==> config.mk <==
export PLATFORM = sky130hd
export DESIGN_NAME = ex3_to_bcd_deser
export DESIGN_NICKNAME = d
export VERILOG_FILES = /design/src/rtl/ex3_to_bcd_deser.sv
export SDC_FILE = /design/constraint.sdc
export NUM_CORES = 1
export LEC_CHECK = 0
export CELL_PAD_IN_SITES_DETAIL_PLACEMENT = 0
export CELL_PAD_IN_SITES_GLOBAL_PLACEMENT = 1
export CORE_MARGIN = 2
export CORE_UTILIZATION = 35
export CTS_CLUSTER_DIAMETER = 30
export DETAILED_ROUTE_END_ITERATION = 7
export DONT_BUFFER_PORTS = 1
export PLACE_DENSITY = 0.61
export RECOVER_POWER = 25
export SYNTH_ARGS = -nofsm -noshare
export SYNTH_HDL_FRONTEND = slang
export SYNTH_SLANG_ARGS = --single-unit
export TNS_END_PERCENT = 20
==> constraint.sdc <==
create_clock -name clk -period 2.04 [get_ports clk]
set_clock_uncertainty 0.1 [all_clocks]
set_input_delay 0.102 -clock clk [delete_from_list [all_inputs] [get_ports clk]]
set_output_delay 0.102 -clock clk [all_outputs]
set_load 0.05 [all_outputs]
==> src/rtl/ex3_to_bcd_deser.sv <==
// -----------------------------------------------------------------------------
// ex3_to_bcd_deser
//   Receive-side Excess-3 deserializer. Accepts one 4-bit Excess-3 code per
//   valid/ready transfer (most significant digit first), decodes it to BCD
//   and packs NDIGITS digits into one word offered on a valid/ready output.
//   Illegal codes (0,1,2,D,E,F) are stored as 4'h0 and flagged per digit.
//
// Ports
//   clk        in   1            rising-edge clock
//   rst_n      in   1            asynchronous active-low reset
//   clr        in   1            synchronous abort, drops partial and held word
//   in_valid   in   1            in_code carries a digit this cycle
//   in_ready   out  1            block accepts a digit this cycle
//   in_code    in   4            Excess-3 digit, legal range 4'h3..4'hC
//   out_valid  out  1            out_bcd/out_err/out_bad hold a complete word
//   out_ready  in   1            consumer takes the word this cycle
//   out_bcd    out  4*NDIGITS    packed BCD, first digit in the MS nibble
//   out_err    out  1            OR of out_bad
//   out_bad    out  NDIGITS      per-digit illegal flag, MSB = first digit
//   digit_cnt  out  CW           digits collected in the current word
// -----------------------------------------------------------------------------
module ex3_to_bcd_deser #(
  parameter  int NDIGITS = 4,
  localparam int CW      = $clog2(NDIGITS + 1)
) (
  input  logic                   clk,
  input  logic                   rst_n,
  input  logic                   clr,
  input  logic                   in_valid,
  output logic                   in_ready,
  input  logic [3:0]             in_code,
  output logic                   out_valid,
  input  logic                   out_ready,
  output logic [4*NDIGITS-1:0]   out_bcd,
  output logic                   out_err,
  output logic [NDIGITS-1:0]     out_bad,
  output logic [CW-1:0]          digit_cnt
);

  localparam logic [0:0] COLLECT = 1'b0;
  localparam logic [0:0] HOLD    = 1'b1;

  logic [0:0]           state;
  logic                 accept;
  logic                 last_digit;
  logic                 code_bad;
  logic [3:0]           code_bcd;
  logic [4*NDIGITS-1:0] bcd_shift;
  logic [NDIGITS-1:0]   bad_shift;

  // Handshake: a held word blocks input unless it retires this same cycle,
  // and clr refuses any offered digit.
  assign in_ready   = !clr && ((state == COLLECT) || out_ready);
  assign out_valid  = (state == HOLD);
  assign accept     = in_valid && in_ready;
  assign last_digit = (digit_cnt == CW'(NDIGITS - 1));

  // Per-digit decode. Illegal codes collapse to zero so in_code never leaks
  // into the packed word.
  // NOTE: every always_comb output gets a default first, so no path can infer a latch.
  always_comb begin
    code_bad = 1'b1;
    code_bcd = 4'h0;
    if (in_code >= 4'h3 && in_code <= 4'hC) begin
      code_bad = 1'b0;
      code_bcd = in_code - 4'd3;
    end
  end

  // New digit enters at the LS end; earlier digits move toward the MS end.
  assign bcd_shift = {out_bcd[4*NDIGITS-5:0], code_bcd};
  assign bad_shift = {out_bad[NDIGITS-2:0], code_bad};

  // NOTE: the reset branch is sensitive to negedge rst_n, so reset takes effect without a clock.
  always_ff @(posedge clk or negedge rst_n) begin
    if (!rst_n) begin
      // NOTE: sequential state uses <= so every register samples pre-edge values.
      state     <= COLLECT;
      out_bcd   <= '0;
      out_bad   <= '0;
      out_err   <= 1'b0;
      digit_cnt <= '0;
    end else if (clr) begin
      state     <= COLLECT;
      out_bcd   <= '0;
      out_bad   <= '0;
      out_err   <= 1'b0;
      digit_cnt <= '0;
    end else begin
      case (state)
        COLLECT: begin
          if (accept) begin
            out_bcd <= bcd_shift;
            out_bad <= bad_shift;
            out_err <= |bad_shift;
            if (last_digit) begin
              state     <= HOLD;
              digit_cnt <= '0;
            end else begin
              digit_cnt <= digit_cnt + CW'(1);
            end
          end
        end
        HOLD: begin
          if (out_ready) begin
            state <= COLLECT;
            if (in_valid) begin
              // Word retires and the incoming digit starts the next one.
              out_bcd   <= {{(4*NDIGITS-4){1'b0}}, code_bcd};
              out_bad   <= {{(NDIGITS-1){1'b0}}, code_bad};
              out_err   <= code_bad;
              digit_cnt <= CW'(1);
            end else begin
              out_bcd   <= '0;
              out_bad   <= '0;
              out_err   <= 1'b0;
              digit_cnt <= '0;
            end
          end
        end
        default: begin
          state     <= COLLECT;
          digit_cnt <= '0;
        end
      endcase
    end
  end

endmodule
== Yosys cells after proc, flatten, opt, wreduce, memory -nomap -nowiden ==
Cells that the tools add are included.

* Equal/unequal tests: 3
* $add $sub $neg: 2
* Mux-type cells: 28
* Bitwise logic cells: 1
* Magnitude comparators: 2
* Reductions and logical operators: 7

{| class="wikitable"
|+ Operators by type and width
! kind !! count
|-
| 16-bit two-way mux || 3
|-
| 16-bit case mux with 2 select lines || 1
|-
| 4-bit two-way mux || 5
|-
| 3-bit two-way mux || 4
|-
| 1-bit two-way mux || 11
|-
| 4-bit case mux with 2 select lines || 1
|-
| 3-bit inequality test, second input constant || 2
|-
| 3-bit case mux with 2 select lines || 1
|-
| 4-bit by 2-bit greater-or-equal comparator with 1-bit output, second input constant || 1
|-
| 4-bit less-or-equal comparator, second input constant || 1
|-
| 1-bit case mux with 2 select lines || 2
|-
| 4-bit OR reduction || 1
|-
| 4-bit by 2-bit subtractor with 4-bit output, second input constant || 1
|-
| 3-bit by 1-bit adder with 3-bit output, second input constant || 1
|-
| 3-bit by 2-bit equality test with 1-bit output, second input constant || 1
|-
| 1-bit logical AND || 3
|-
| 2-bit AND reduction || 1
|-
| 1-bit zero test || 1
|-
| 1-bit logical OR || 1
|-
| 1-bit inverter || 1
|}

* Bits in registers: 25
* Input port bits: 9
* Output and inout bits: 26

== Longest topological paths before layout ==
* Word-level depth: 7
* Depth in mapped cells: 5

== Worst setup path after synthesis ==
No wires, ideal clock.

* Path kind: reg2reg
* Start point: reg state (netlist: out_valid)
* End point: reg digit_cnt[1]
* Buffers on the path: 0
* Arrival time: 1.528 ns
* Setup slack: 0.285 ns
* Setup time: 0.128 ns
* Clock period less this slack: 1.755 ns
* Stages on the path, launching flop included: 4
* Cell sequence: dfrtp_1 -> mux2i_2 -> nand2_2 -> mux2_1

* Longest elaborated chain between the ends: 6
* Elaborated cells between the ends (all ways): 9
* Classes of those cells: eq/ne (2); mux (2); bitwise (1); reduce/logical (4)

{| class="wikitable"
|+ Ends and longest elaborated chain
! item !! RTL line !! RTL
|-
| start, declared || 43 || <nowiki>logic [0:0] state;</nowiki>
|-
| start signal, assigned || 78 || <nowiki>state <= COLLECT;</nowiki>
|-
| start signal, assigned || 84 || <nowiki>state <= COLLECT;</nowiki>
|-
| start signal, assigned || 97 || <nowiki>state <= HOLD;</nowiki>
|-
| 1-bit inverter || n/a ||
|-
| 1-bit logical OR || 53 || <nowiki>assign in_ready = !clr && ((state == COLLECT) || out_ready);</nowiki>
|-
| 1-bit logical AND || 53 ||
|-
| 1-bit logical AND || 55 || <nowiki>assign accept = in_valid && in_ready;</nowiki>
|-
| 3-bit inequality test (no source line) || n/a ||
|-
| 2-bit AND reduction (no source line) || n/a ||
|-
| end signal, assigned || 100 || <nowiki>digit_cnt <= digit_cnt + CW'(1);</nowiki>
|-
| end, declared || 37 || <nowiki>output logic [CW-1:0] digit_cnt</nowiki>
|}

Parallel ways exist; a longest one is shown, timed or not.
A chain may end at the register's enable or synchronous reset.

== Final worst setup path ==
* Start point: reg state (netlist: out_valid)
* End point: reg out_bcd[0]

* Longest elaborated chain between the ends: 6
* Elaborated cells between the ends (all ways): 9
* Classes of those cells: eq/ne (2); mux (2); bitwise (1); reduce/logical (4)

{| class="wikitable"
|+ Ends and longest elaborated chain
! item !! RTL line !! RTL
|-
| 1-bit inverter || n/a ||
|-
| 1-bit logical OR || 53 ||
|-
| 1-bit logical AND || 53 ||
|-
| 1-bit logical AND || 55 ||
|-
| 3-bit inequality test (no source line) || n/a ||
|-
| 2-bit AND reduction (no source line) || n/a ||
|-
| end signal, assigned || 93 || <nowiki>out_bcd <= bcd_shift;</nowiki>
|-
| end signal, assigned || 109 || <nowiki>out_bcd <= {{(4*NDIGITS-4){1'b0}}, code_bcd};</nowiki>
|-
| end, declared || 34 || <nowiki>output logic [4*NDIGITS-1:0] out_bcd,</nowiki>
|}

Parallel ways exist; a longest one is shown, timed or not.

==> impl_metrics.env <==
export IMPL_worst_setup_path_end_kind="flip-flop"
export IMPL_crit_cells=5
export IMPL_crit_fanout=6
export IMPL_cts_root_buf="clkbuf_4"
export IMPL_antenna_found_initial=0
export IMPL_avgRoutedWirePerCell_um=15.30
export IMPL_ctsHoldBuffers=11
export IMPL_dpl_cell_count=166
export IMPL_portBuffers=0
export IMPL_synth_compound_area_frac=0.1484
export IMPL_grt_pass1_wl_mm=4.574
export IMPL_ys_ff_latch=25
export IMPL_outcome="finished clean"
export IMPL_crit_slowest_cell="dlygate4sd3_1"
export IMPL_io_pins=35
export IMPL_cts_sinks=25
export IMPL_synth_fp_nets=131
export IMPL_setup_violations=0
export IMPL_holdPathStages=4
export IMPL_p_switching_uw=301.0
export IMPL_synthFlopType="dfrtp_1"
export IMPL_switching_share=0.3170
export IMPL_worstPathArrival_ns=2.09
export IMPL_power_internal_uw=648.5
export IMPL_crit_family="buffers and inverters"
export IMPL_wl_mm=2.769
export IMPL_nets=150
export IMPL_gp_congestion=0.7398
export IMPL_n_fill_cell=343
export IMPL_synth_edff_count=0
export IMPL_rows=20
export IMPL_diodes=0
export IMPL_power_frac_comb=0.167
export IMPL_synth_cell_type_count=33
export IMPL_relSlewSlack=0.1149
export IMPL_rsz0062_at_grt="no"
export IMPL_pwr_share_clk=0.225
export IMPL_drc=0
export IMPL_utilization=0.4468
export IMPL_synthXorXnorAreaFrac=0.01505
export IMPL_clockBufferDepth=2
export IMPL_synth_top_area_cell="dfrtp_1"
export IMPL_cpPeakStageDelay_ns=0.58
export IMPL_fin_cells=181
export IMPL_synth_top_family_by_area="simple AND/OR/NAND/NOR gates"
export IMPL_path_cells="buf_4, nand2b_1, nand3_1, o32ai_1, dlygate4sd3_1"
export IMPL_pwr_share_seq=0.608
export IMPL_p_per_area_nw_per_um2=684.9
export IMPL_synth_area_um2=1164
export IMPL_die_x_um=61.66
export IMPL_finalCriticalPeriod_ns=1.936
export IMPL_viasPerCell=5.072
export IMPL_grt_ovfl_total=0
export IMPL_dieHeight_um=61.66
export IMPL_grt_max_degree=26
export IMPL_cts_buffers=3
export IMPL_slew_violations=0
export IMPL_finalHoldViolations=0
export IMPL_fin_crit_sh=0.9492
export IMPL_dr_pass1_iters=4
export IMPL_vias=918
export IMPL_ant_nets=0
export IMPL_fin_tns_setup_ns=0
export IMPL_p_leak_nw=0.6334
export IMPL_ys_warn_count=0
export IMPL_fp_dieArea_um2=3802
export IMPL_synth_simple_gate_area_frac=0.1839
export IMPL_h_tree_depth=1
export IMPL_synth_area_leaders="dfrtp_1 54%, nand3_1 6.0%, o21ai_1 4.7%, inv_1 3.5%, nand2_1 3.5%"
export IMPL_syn_to_final_growth_pct=19.14
export IMPL_coreArea_um2=3103
export IMPL_track_usage=0.1671
export IMPL_clk_latency_ns=0.31
export IMPL_max_freq_mhz=516.4
export IMPL_cts_resized=0
export IMPL_tightest_slew_ns=1.328
export IMPL_synth_adder_area_share=0.03226
export IMPL_cts_tree="built"
export IMPL_synthTopCellsByCount="25 x dfrtp_1, 14 x nand3_1, 11 x inv_1, 11 x nand2_1, 11 x o21ai_1"
export IMPL_cts_setup_buffers=0
export IMPL_crit_required_ns=2.19
export IMPL_grt_pass1_vias=978
export IMPL_drt_iter0_markers=37
export IMPL_hold_class="in -> reg"
export IMPL_yosysSeqAreaShare=0.5376
export IMPL_synthCells=119
export IMPL_worstSetupPathType="reg -> reg"
export IMPL_yosysMostFrequentCell="dfrtp_1"
export IMPL_ir_drop_v=0.0002359
export IMPL_dp_hpwl_mm=1.907
export IMPL_initial_core_util=0.3750
export IMPL_path_clk_slew_ns=0.13
export IMPL_startpoint_type="flip-flop"
export IMPL_synth_mux_area_fraction=0.02151
export IMPL_async_flop_share=1.000
export IMPL_critPathBufInv=2
export IMPL_synth_top_area_share=0.5376
export IMPL_drive_above_1_share=0.1095
export IMPL_drv_cap=0
export IMPL_avgSynthCellArea_um2=9.778
export IMPL_r2r_cells=5
## area by class of cell
type,count,area (µm²),share of cell area
Inverter,11,41.29,0.02978
Clock buffer,4,26.28,0.01895
Multi-Input combinational cell,77,466.7,0.3366
Tap cell,44,55.05,0.03971
Timing Repair Buffer,20,171.4,0.1236
Sequential cell,25,625.6,0.4513
## per-layer routing
layer	wire length [µm]	GRT usage	vias to the layer above
met2	1381	0.2917	22
met5	0	0	-
li1	-	-	452
met1	1188	0.1976	442
met3	180	0.04622	2
met4	19	0.05471	0
## layout by cell type, fill, tap and decap left out, drive strengths merged, types with 2 or more instances in the layout
cell type and instances:
a22o 2, inv 11, nand3 14, buf 9
nor2b 2, dfrtp 25, o21ai 17, nand4 5
nand2 12, dlygate4sd3 10, clkbuf 5, nor2 3
ha 3, o31ai 3
## power groups by stage
stage / logic [mW] / registers [mW] / clock network (mW)
after global routing: 0.175 / 0.580 / 0.254
after CTS: 0.164 / 0.577 / 0.226
final: 0.159 / 0.577 / 0.214
after floorplan: 0.0706 / 0.610 / 0
after detailed placement: 0.129 / 0.586 / 0
after global placement: 0.129 / 0.587 / 0
## final timing paths
| path | from | end | slack [ns] |
|---|---|---|---|
| hold / removal | clr | out_bad[1] | 0.02 |
| max in group asynchronous | rst_n | out_valid | 0.56 |
| setup / recovery | out_valid | out_bcd[0] | 0.10 |
| setup reg to reg | out_valid | out_bcd[0] | 0.10 |
| hold reg to reg | out_bad[2] | out_err | 0.56 |
| min in group asynchronous | rst_n | out_bad[3] | 0.51 |
## logic make-up after synthesis
| family | after synthesis |
|---|---|
| compound gates | 28 |
| xor+xnor | 2 |
| fa+ha+maj | 3 |
| buf+inv | 17 |
| flops | 25 |
| mux | 2 |
| simple gates | 42 |
## metrics by stage
| stage | total power [mW] | cell area, µm² | hold WS, ns | setup slack, ns |
|---|---|---|---|---|
| floorplan | 0.6803 | 1164 | -0.2936 | 0.2849 |
| global placement | 0.7159 | 1256 | -0.2930 | 0.5273 |
| detailed placement | 0.7151 | 1256 | -0.2930 | 0.5083 |
| CTS | 0.9668 | 1403 | 0.01290 | 0.09776 |
| global route | 1.009 | 1386 | 0.01422 | 0.002121 |
| finish | 0.9494 | 1386 | 0.02437 | 0.1036 |
## tightest hold or removal path, cell delays in order
cell and delay, ns:
nor2_1 0.02, buf_4 0.16, nand2_1 0.07, o21ai_1 0.05
## state kept, by name (all words and copies together) (netlist names)
name       count
out_bcd       16
out_bad        4
out_err        1
out_valid      1
digit_cnt      3
No activity file was read; power rests on OpenSTA's default activity.
